===== src/rtl/lcd_pkg.sv =====
// Shared HD44780 bus definitions: sequencer state encoding, command codes and default timing.
package lcd_pkg;

    localparam int SETUP_CYC_DEF     = 2;
    localparam int E_HIGH_CYC_DEF    = 4;
    localparam int HOLD_CYC_DEF      = 2;
    localparam int EXEC_CYC_DEF      = 40;
    localparam int LONG_EXEC_CYC_DEF = 1640;

    localparam logic [7:0] CMD_CLEAR = 8'h01;
    localparam logic [7:0] CMD_HOME  = 8'h02;

    typedef enum logic [2:0] {
        ST_IDLE,
        ST_SETUP,
        ST_E_HIGH,
        ST_HOLD,
        ST_EXEC_WAIT,
        ST_POLL_SETUP,
        ST_POLL_E,
        ST_POLL_CHECK
    } state_e;

    // Clear and both home encodings (0x02/0x03, bit 0 is don't-care) need the long execution time.
    function automatic logic is_long_cmd(input logic rs, input logic [7:0] d);
        return !rs && ((d == CMD_CLEAR) || ((d & 8'hFE) == CMD_HOME));
    endfunction

endpackage


===== src/rtl/lcd_cycle_timer.sv =====
// Loadable down-counter with zero flag; a load wins over counting, and the count parks at zero.
module lcd_cycle_timer #(
    parameter int W = 11
) (
    input  logic         clk_i,
    input  logic         reset_n_i,
    input  logic         load_i,
    input  logic [W-1:0] load_val_i,
    output logic         zero_o
);

    logic [W-1:0] cnt_q;
    logic [W-1:0] cnt_d;

    always_comb begin
        cnt_d = cnt_q;
        if (load_i) begin
            cnt_d = load_val_i;
        end else if (cnt_q != '0) begin
            cnt_d = cnt_q - W'(1);
        end
    end

    always_ff @(posedge clk_i or posedge reset_n_i) begin
        if (reset_n_i) begin
            cnt_q <= '0;
        end else begin
            cnt_q <= cnt_d;
        end
    end

    assign zero_o = (cnt_q == '0);

endmodule


===== src/rtl/lcd_bus_sequencer.sv =====
// HD44780 bus owner: fixed-priority arbitration (init over writer) and setup/E/hold/exec-wait sequencing.
// Optional feature macro LCD_BUSY_POLL_EN replaces the fixed exec wait with busy-flag polling.
module lcd_bus_sequencer
    import lcd_pkg::*;
#(
    parameter int SETUP_CYC     = SETUP_CYC_DEF,
    parameter int E_HIGH_CYC    = E_HIGH_CYC_DEF,
    parameter int HOLD_CYC      = HOLD_CYC_DEF,
    parameter int EXEC_CYC      = EXEC_CYC_DEF,
    parameter int LONG_EXEC_CYC = LONG_EXEC_CYC_DEF
) (
    input  logic       clk_i,
    input  logic       reset_n_i,
    input  logic       init_req_i,
    input  logic       init_rs_i,
    input  logic [7:0] init_data_i,
    output logic       init_ack_o,
    input  logic       init_done_i,
    input  logic       wr_req_i,
    input  logic       wr_rs_i,
    input  logic [7:0] wr_data_i,
    output logic       wr_ack_o,
    output logic       lcd_busy_o,
    output logic       rs_o,
    output logic       rw_o,
    output logic       e_o,
    output logic [7:0] data_o,
    output logic       data_oe_o,
    input  logic [7:0] data_in_i
);

    localparam int CW = $clog2(LONG_EXEC_CYC + 1);

    localparam logic [CW-1:0] LD_SETUP = CW'(SETUP_CYC - 1);
    localparam logic [CW-1:0] LD_E     = CW'(E_HIGH_CYC - 1);
    localparam logic [CW-1:0] LD_HOLD  = CW'(HOLD_CYC - 1);
    localparam logic [CW-1:0] LD_EXEC  = CW'(EXEC_CYC - 1);
    localparam logic [CW-1:0] LD_LONG  = CW'(LONG_EXEC_CYC - 1);

    state_e        state_q, state_d;
    logic          rs_q;
    logic [7:0]    data_q;
    logic          init_ack_q, wr_ack_q;
    logic          e_q, e_d;
    logic          grant_init, grant_wr;
    logic          tmr_load, tmr_zero;
    logic [CW-1:0] tmr_val;
    logic          unused_data_in;

`ifdef LCD_BUSY_POLL_EN
    logic          busy_flag_q;
    logic [CW-1:0] poll_tmo_q;
    logic          rw_q;
    logic          in_poll;

    assign in_poll = (state_q == ST_POLL_SETUP) || (state_q == ST_POLL_E) ||
                     (state_q == ST_POLL_CHECK);
`endif

    lcd_cycle_timer #(.W(CW)) u_timer (
        .clk_i      (clk_i),
        .reset_n_i  (reset_n_i),
        .load_i     (tmr_load),
        .load_val_i (tmr_val),
        .zero_o     (tmr_zero)
    );

    always_comb begin
        state_d    = state_q;
        tmr_load   = 1'b0;
        tmr_val    = '0;
        grant_init = 1'b0;
        grant_wr   = 1'b0;
        case (state_q)
            ST_IDLE: begin
                if (init_req_i) begin
                    grant_init = 1'b1;
                end else if (wr_req_i && init_done_i) begin
                    grant_wr = 1'b1;
                end
                if (grant_init || grant_wr) begin
                    state_d  = ST_SETUP;
                    tmr_load = 1'b1;
                    tmr_val  = LD_SETUP;
                end
            end
            ST_SETUP: begin
                if (tmr_zero) begin
                    state_d  = ST_E_HIGH;
                    tmr_load = 1'b1;
                    tmr_val  = LD_E;
                end
            end
            ST_E_HIGH: begin
                if (tmr_zero) begin
                    state_d  = ST_HOLD;
                    tmr_load = 1'b1;
                    tmr_val  = LD_HOLD;
                end
            end
            ST_HOLD: begin
                if (tmr_zero) begin
                    tmr_load = 1'b1;
`ifdef LCD_BUSY_POLL_EN
                    state_d  = ST_POLL_SETUP;
                    tmr_val  = LD_SETUP;
`else
                    state_d  = ST_EXEC_WAIT;
                    tmr_val  = is_long_cmd(rs_q, data_q) ? LD_LONG : LD_EXEC;
`endif
                end
            end
            ST_EXEC_WAIT: begin
                if (tmr_zero) begin
                    state_d = ST_IDLE;
                end
            end
`ifdef LCD_BUSY_POLL_EN
            ST_POLL_SETUP: begin
                if (tmr_zero) begin
                    state_d  = ST_POLL_E;
                    tmr_load = 1'b1;
                    tmr_val  = LD_E;
                end
            end
            ST_POLL_E: begin
                if (tmr_zero) begin
                    state_d = ST_POLL_CHECK;
                end
            end
            ST_POLL_CHECK: begin
                if (busy_flag_q) begin
                    state_d  = ST_POLL_SETUP;
                    tmr_load = 1'b1;
                    tmr_val  = LD_SETUP;
                end else begin
                    state_d = ST_IDLE;
                end
            end
`endif
            default: state_d = ST_IDLE;
        endcase
`ifdef LCD_BUSY_POLL_EN
        // A stuck busy flag must not hang the bus; the phase timer is cleared on forced exit.
        if (in_poll && (poll_tmo_q == '0)) begin
            state_d  = ST_IDLE;
            tmr_load = 1'b1;
            tmr_val  = '0;
        end
        e_d = (state_d == ST_E_HIGH) || (state_d == ST_POLL_E);
`else
        e_d = (state_d == ST_E_HIGH);
`endif
    end

    always_ff @(posedge clk_i or posedge reset_n_i) begin
        if (reset_n_i) begin
            state_q    <= ST_IDLE;
            rs_q       <= 1'b0;
            data_q     <= 8'h00;
            init_ack_q <= 1'b0;
            wr_ack_q   <= 1'b0;
            e_q        <= 1'b0;
        end else begin
            state_q    <= state_d;
            init_ack_q <= grant_init;
            wr_ack_q   <= grant_wr;
            e_q        <= e_d;
            if (grant_init) begin
                rs_q   <= init_rs_i;
                data_q <= init_data_i;
            end else if (grant_wr) begin
                rs_q   <= wr_rs_i;
                data_q <= wr_data_i;
            end
        end
    end

`ifdef LCD_BUSY_POLL_EN
    always_ff @(posedge clk_i or posedge reset_n_i) begin
        if (reset_n_i) begin
            busy_flag_q <= 1'b0;
            poll_tmo_q  <= '0;
            rw_q        <= 1'b0;
        end else begin
            rw_q <= (state_d == ST_POLL_SETUP) || (state_d == ST_POLL_E) ||
                    (state_d == ST_POLL_CHECK);
            if ((state_q == ST_POLL_E) && tmr_zero) begin
                busy_flag_q <= data_in_i[7];
            end
            if ((state_q == ST_HOLD) && (state_d == ST_POLL_SETUP)) begin
                poll_tmo_q <= LD_LONG;
            end else if (in_poll && (poll_tmo_q != '0)) begin
                poll_tmo_q <= poll_tmo_q - CW'(1);
            end
        end
    end

    assign rw_o      = rw_q;
    assign data_oe_o = !rw_q;
    assign rs_o      = rw_q ? 1'b0 : rs_q;
`else
    assign rw_o      = 1'b0;
    assign data_oe_o = 1'b1;
    assign rs_o      = rs_q;
`endif

    assign unused_data_in = ^data_in_i;
    assign init_ack_o     = init_ack_q;
    assign wr_ack_o       = wr_ack_q;
    assign e_o            = e_q;
    assign data_o         = data_q;
    assign lcd_busy_o     = (state_q != ST_IDLE);

endmodule


===== config.mk =====
export PLATFORM = sky130hd
export DESIGN_NAME = lcd_bus_sequencer
export DESIGN_NICKNAME = d
export VERILOG_FILES = /design/src/rtl/lcd_pkg.sv /design/src/rtl/lcd_cycle_timer.sv /design/src/rtl/lcd_bus_sequencer.sv
export SDC_FILE = /design/constraint.sdc
export NUM_CORES = 1
export LEC_CHECK = 0
export BUFFER_PORTS_ARGS = -buffer_cell sky130_fd_sc_hd__buf_2
export CORE_ASPECT_RATIO = 1.75
export CORE_UTILIZATION = 49
export DETAILED_ROUTE_END_ITERATION = 8
export GPL_TIMING_DRIVEN = 1
export PLACE_DENSITY = 0.89
export SETUP_SLACK_MARGIN = 0.5
export SYNTH_ARGS = -nofsm -noshare
export SYNTH_HDL_FRONTEND = slang
export SYNTH_SLANG_ARGS = --single-unit

===== constraint.sdc =====
create_clock -name clk_i -period 2.05 [get_ports clk_i]
set_input_delay 0.1025 -clock clk_i [delete_from_list [all_inputs] [get_ports clk_i]]
set_output_delay 0.1025 -clock clk_i [all_outputs]
set_load 0.01 [all_outputs]

# ---- After elaboration in Yosys (flattened, before gate mapping)
# Index checks and enable logic that the tools add are counted.
dict set report word_totals {
  mem_bits_rw 0
  romBits 0
  in_bits 31
  memories 0
  word_cells 55
  regBits 26
  latch_bits 0
  out_inout_bits 15
}
dict set report op_classes {
  n_eq_ne 7
  add_sub_neg 1
  shift 0
  multipliers 0
  n_lt_le_gt_ge 0
  muxes 28
  n_reduce_logical 12
  n_div 0
  bitwise 0
}
# operator count
set op_table {}
lappend op_table {{$mux W11} 4}
lappend op_table {{$pmux W11 S4} 1}
lappend op_table {{$mux W8} 2}
lappend op_table {{$mux W3} 5}
lappend op_table {{$pmux W3 S5} 1}
lappend op_table {{$mux W1} 13}
lappend op_table {{$logic_not A11 Y1} 1}
lappend op_table {{$reduce_bool A11 Y1} 1}
lappend op_table {{$sub A11 B1 Y11 const B} 1}
lappend op_table {{$eq A3 B2 Y1 const B} 3}
lappend op_table {{$eq A8 B1 Y1 const B} 1}
lappend op_table {{$eq A7 B1 Y1 const B} 1}
lappend op_table {{$reduce_bool A2 Y1} 2}
lappend op_table {{$eq A3 B1 Y1 const B} 1}
lappend op_table {{$eq A3 B3 Y1 const B} 1}
lappend op_table {{$logic_not A3 Y1} 1}
lappend op_table {{$reduce_bool A3 Y1} 1}
lappend op_table {{$reduce_or A3 Y1} 1}
lappend op_table {{$logic_and A1 B1 Y1} 2}
lappend op_table {{$logic_or A1 B1 Y1} 2}
lappend op_table {{$mux W2} 1}
lappend op_table {{$pmux W1 S2} 1}
lappend op_table {{$logic_not A1 Y1} 1}

# ---- Depth between registers and ports, before layout
dict set report depth {
  ltp_word 8
  mapped_depth 8
  depth_no_buf 6
}

# ---- By module
# Synthesis repeated with hierarchy kept, for this count alone.
dict set report unflattened {
  hier_cells 131
  hier_area_um2 1407.6
}
# module instances cells_per_inst seq_area_each_um2 area_per_inst_um2
set modules_own_cells {}
lappend modules_own_cells {lcd_bus_sequencer 1 68 375.4 783.3}
lappend modules_own_cells {lcd_cycle_timer 1 63 275.3 624.3}

# ---- Worst setup path before layout
# Ideal clock, no wire load.
dict set report synth_timing {
  path_kind {register to register}
  from {register u_timer.cnt_q[0]}
  to {register state_q[0]}
  slack_ps 191
  path_stages_with_launch 8
  arrival_time_ps 1722
  synth_period_minus_slack_ps 1859
  cell_sequence {dfrtp_1 -> inv_1 -> ha_1 -> nor4b_2 -> and3_1 -> clkbuf_2 -> mux2i_1 -> o21ai_1}
}
dict set report synth_via {
  elab_chain_len 3
  word_cells_on_any_way 6
  classes_between {mux: 5; reduce/logical: 1}
}
# item line
set synth_lines {}
lappend synth_lines {{start: declaration} lcd_cycle_timer.sv:12} ;# logic [W-1:0] cnt_q;
lappend synth_lines {{start signal: assignment} lcd_cycle_timer.sv:28} ;# cnt_q <= cnt_d;
lappend synth_lines {{$logic_not A11 Y1 (*)} lcd_cycle_timer.sv:32} ;# assign zero_o = (cnt_q == '0);
lappend synth_lines {{$mux W3, on equally long branches} --}
lappend synth_lines {{$pmux W3 S5 (*)} lcd_bus_sequencer.sv:74} ;# case (state_q)
lappend synth_lines {{net state_d[0]} lcd_bus_sequencer.sv:40} ;# state_e state_q, state_d;
lappend synth_lines {{end signal: assignment} lcd_bus_sequencer.sv:165} ;# state_q <= state_d;
lappend synth_lines {{end: declaration} lcd_bus_sequencer.sv:40}
# Mark *: on every way through the listed nets, which the timed path passes. The rest lies on a longest branch.
# A chain may end at the register's enable or synchronous reset.

# ---- Worst setup path in the final report
dict set report layout_timing {
  from {register u_timer.cnt_q[2]}
  to {register u_timer.cnt_q[9]}
}
dict set report layout_via {
  elab_chain_len 4
  word_cells_on_any_way 10
  classes_between {add/sub: 1; mux: 6; reduce/logical: 3}
}
# item
set layout_lines {}
lappend layout_lines {{branches (longest 4 deep; another with $sub A11 B1 Y11)}}
# Parallel ways; which one is timed is not known. The select of a mux whose other input is x is not followed.

==> flow_summary.toml <==
[status]
status = "finished, final reports clean"

[synth]
yosysSeqAreaShare = 0.470
synth_cell_types = 46
syn_inst = 146
yosysWarnings = 0
synth.avg_cell_area_sq_um = 9.49
syn_nets = 178
ys_seq_elements = 26
synth-edff-count = 0
ys.flop_type = "dfrtp_1"
async_flop_share = 1.00
syn_area_sq_mm = 0.00139

[clocking]
clock_latency_ns = 0.28
cts_buffers = 3
clkSlewWorstSetupHoldPaths_ns = 0.09
cts_tree = "done"
cts_buffer_depth = 2
clkSinkCount = 26
ctsHoldBuffers = 0
cts_root_buffer = "clkbuf_8"
htreeDepth = 1

[timing]
finalClockSkew_ns = 0.00852
min_period_over_period = 0.898
slew_viol_final = 0
hold_ws_ns = 0.0138
maxSlewHeadroom = 0.396
rsz0062_at_grt = "yes"
fin_crit_ns = 1.84
hold_viol_final = 0
max_clock_freq_mhz = 543
tightestPinTransition_ns = 0.906
setup_viol = 0
finalSetupTns_ns = 0

[global_route]
grt_pass1_vias = 1461
grt_max_degree = 24
grt_use_total = 0.294
overflow = 0
grt_antenna_before_repair = 0
grt_pass1_wl_um = 6710

[route]
ant_nets = 0
routed_wl_um = 5440
firstDrtPassIters = 4
vias = 1551
drc = 0
dr.first_iter.drc_count = 91
post_drt_wl_per_cell_um = 22.7
vias_per_cell = 6.46

[pwr]
p_clk_frac = 0.324
p_comb_frac = 0.102
swShare = 0.256
power_uw = 950
ir_worst_vdd_mv = 0.513
cellPowerDensity_mw_per_mm2 = 451
seqPwrFrac = 0.574
p_int_uw = 707
power_switching_uw = 243
leakage_uw = 0.000954

[worst_setup_path]
crit_fanout = 4
r2r_cells = 6
cp.required_ns = 2.22
end_kind = "flop"
r2r_setup_slack_ns = 0.21
r2r-end = "u_timer.cnt_q[9]"
arrival_ns = 2.01
reg2reg_from = "u_timer.cnt_q[2]"
start_kind = "flop"
path_class = "reg2reg"

[placed_design]
gp_congestion = 0.890
dp.cells = 211
dpl.hpwl_um = 2570
port-buffer-count = 35
placedInstanceArea_sq_mm = 0.00167

[worst_hold_path]
hold_path.class = "in2async"

[final_layout]
drive_gt1_frac = 0.521
design_area_sq_mm = 0.00211
fin_cells = 240
diodes = 0
nNetsFinal = 246
synthToLayoutAreaGrowth_pct = 52.0

[die]
core_sq_mm = 0.00269
fp.dieW_um = 42.2
io_pins = 46
die_h_um = 72.3
die_area_sq_mm = 0.00305
rows = 25
start_util = 0.515

[job]
cap_violations = 0
routing by layer:
layer	global-route usage	vias up	share of wire
li1	-	650	-
met1	0.302	739	0.33
met2	0.535	128	0.52
met3	0.0498	34	0.090
met4	0.184	0	0.065
met5	0	-	0
metrics by stage:
step                setup WS [ns]  utilization
detailed placement          0.207        0.620
floorplan                   0.293            -
CTS                         0.277        0.723
global placement            0.246        0.620
finish                      0.208        0.783
global route                0.152        0.783
power groups by stage:
stage	clock (uW)	sequential [uW]	combinational [uW]
3_5_place_dp	0	552	82.7
3_3_place_gp	0	550	78.6
2_1_floorplan	0	555	34.0
5_1_grt	321	546	103
4_1_cts	303	544	86.4
6_report	308	546	96.6
critical path: stages (launching register included):
cell	delay [ns]
dfrtp_2	0.45
buf_4	0.15
nor4b_4	0.36
buf_4	0.18
and4_4	0.25
o2111ai_4	0.17
o31ai_1	0.15
registers in the layout (all words and copies together), names as in the netlist:
register       count
data_o             8
e_o                1
init_ack_o         1
rs_o               1
state_q            3
u_timer.cnt_q     11
wr_ack_o           1
logic make-up after synthesis:
group | count (synthesis) | synth area share
XOR/XNOR | 5 | 0.0316
other | 2 | 0.00542
AO/OA/AOI/OAI | 31 | 0.137
buffers and inverters | 14 | 0.0524
multiplexers | 10 | 0.0723
AND/OR/NAND/NOR | 57 | 0.222
adder cells (fa/ha/maj) | 1 | 0.00903
flip-flops | 26 | 0.470
area by class of cell:
class	instances	area, sq um
Multi-Input combinational cell	107	833
Timing Repair Buffer	70	517
Clock buffer	4	45.0
Sequential cell	26	654
Inverter	6	22.5
Tap cell	27	33.8
Fill cell	139	584
how the worst max path moves through the flow:
stage                     startpoint               end  slack (ns)  depth (start not counted)
finish              u_timer.cnt_q[2]  u_timer.cnt_q[9]        0.21                          6
global route        u_timer.cnt_q[1]  u_timer.cnt_q[9]        0.15                          7
global placement    u_timer.cnt_q[3]  u_timer.cnt_q[7]        0.25                          4
detailed placement  u_timer.cnt_q[4]  u_timer.cnt_q[7]        0.21                          4
CTS                 u_timer.cnt_q[3]  u_timer.cnt_q[7]        0.28                          4
floorplan           u_timer.cnt_q[3]  u_timer.cnt_q[7]        0.29                          4
placed cells by master, fill, tap and decap left out, drive strengths merged, types with 2 or more instances in the layout:
| cell type | Yosys | final |
|---|---|---|
| dfrtp | 26 | 26 |
| a21oi | 8 | 8 |
| or2 | 2 | 3 |
| nand2 | 21 | 21 |
| xnor2 | 2 | 2 |
| conb | 2 | 2 |
| nand4 | 2 | 2 |
| nor3 | 6 | 6 |
| or3 | 5 | 5 |
| inv | 6 | 6 |
| xor2 | 3 | 3 |
| nor2 | 7 | 7 |
| buf | 6 | 68 |
| nor2b | 2 | 2 |
| nand4b | 2 | 2 |
| o21ai | 13 | 13 |
| mux2i | 10 | 10 |
| clkbuf | 2 | 6 |
cell usage after synthesis, types with 2 or more instances:
cell type	n	area share
dfrtp_1	26	0.47
nand2_1	21	0.057
o21ai_1	11	0.040
mux2i_1	10	0.072
a21oi_1	7	0.025
inv_1	6	0.016
nor2_1	6	0.016
nor3_1	6	0.022
or3_1	5	0.023
buf_2	3	0.011
xor2_1	3	0.019
buf_4	2	0.011
conb_1	2	0.0054
nand4_1	2	0.0090
nand4b_1	2	0.013
nor2b_1	2	0.0090
o21ai_0	2	0.0072
xnor2_1	2	0.013
repair_timing:
action | 4_1_cts | 5_1_grt
endpoints found under the setup margin | 25 | 24
pin swaps | 14 | 6
setup buffers | 14 | 8
gates cloned | 0 | 3
gates resized for setup | 30 | 10
Power figures use the tool's default switching activity.
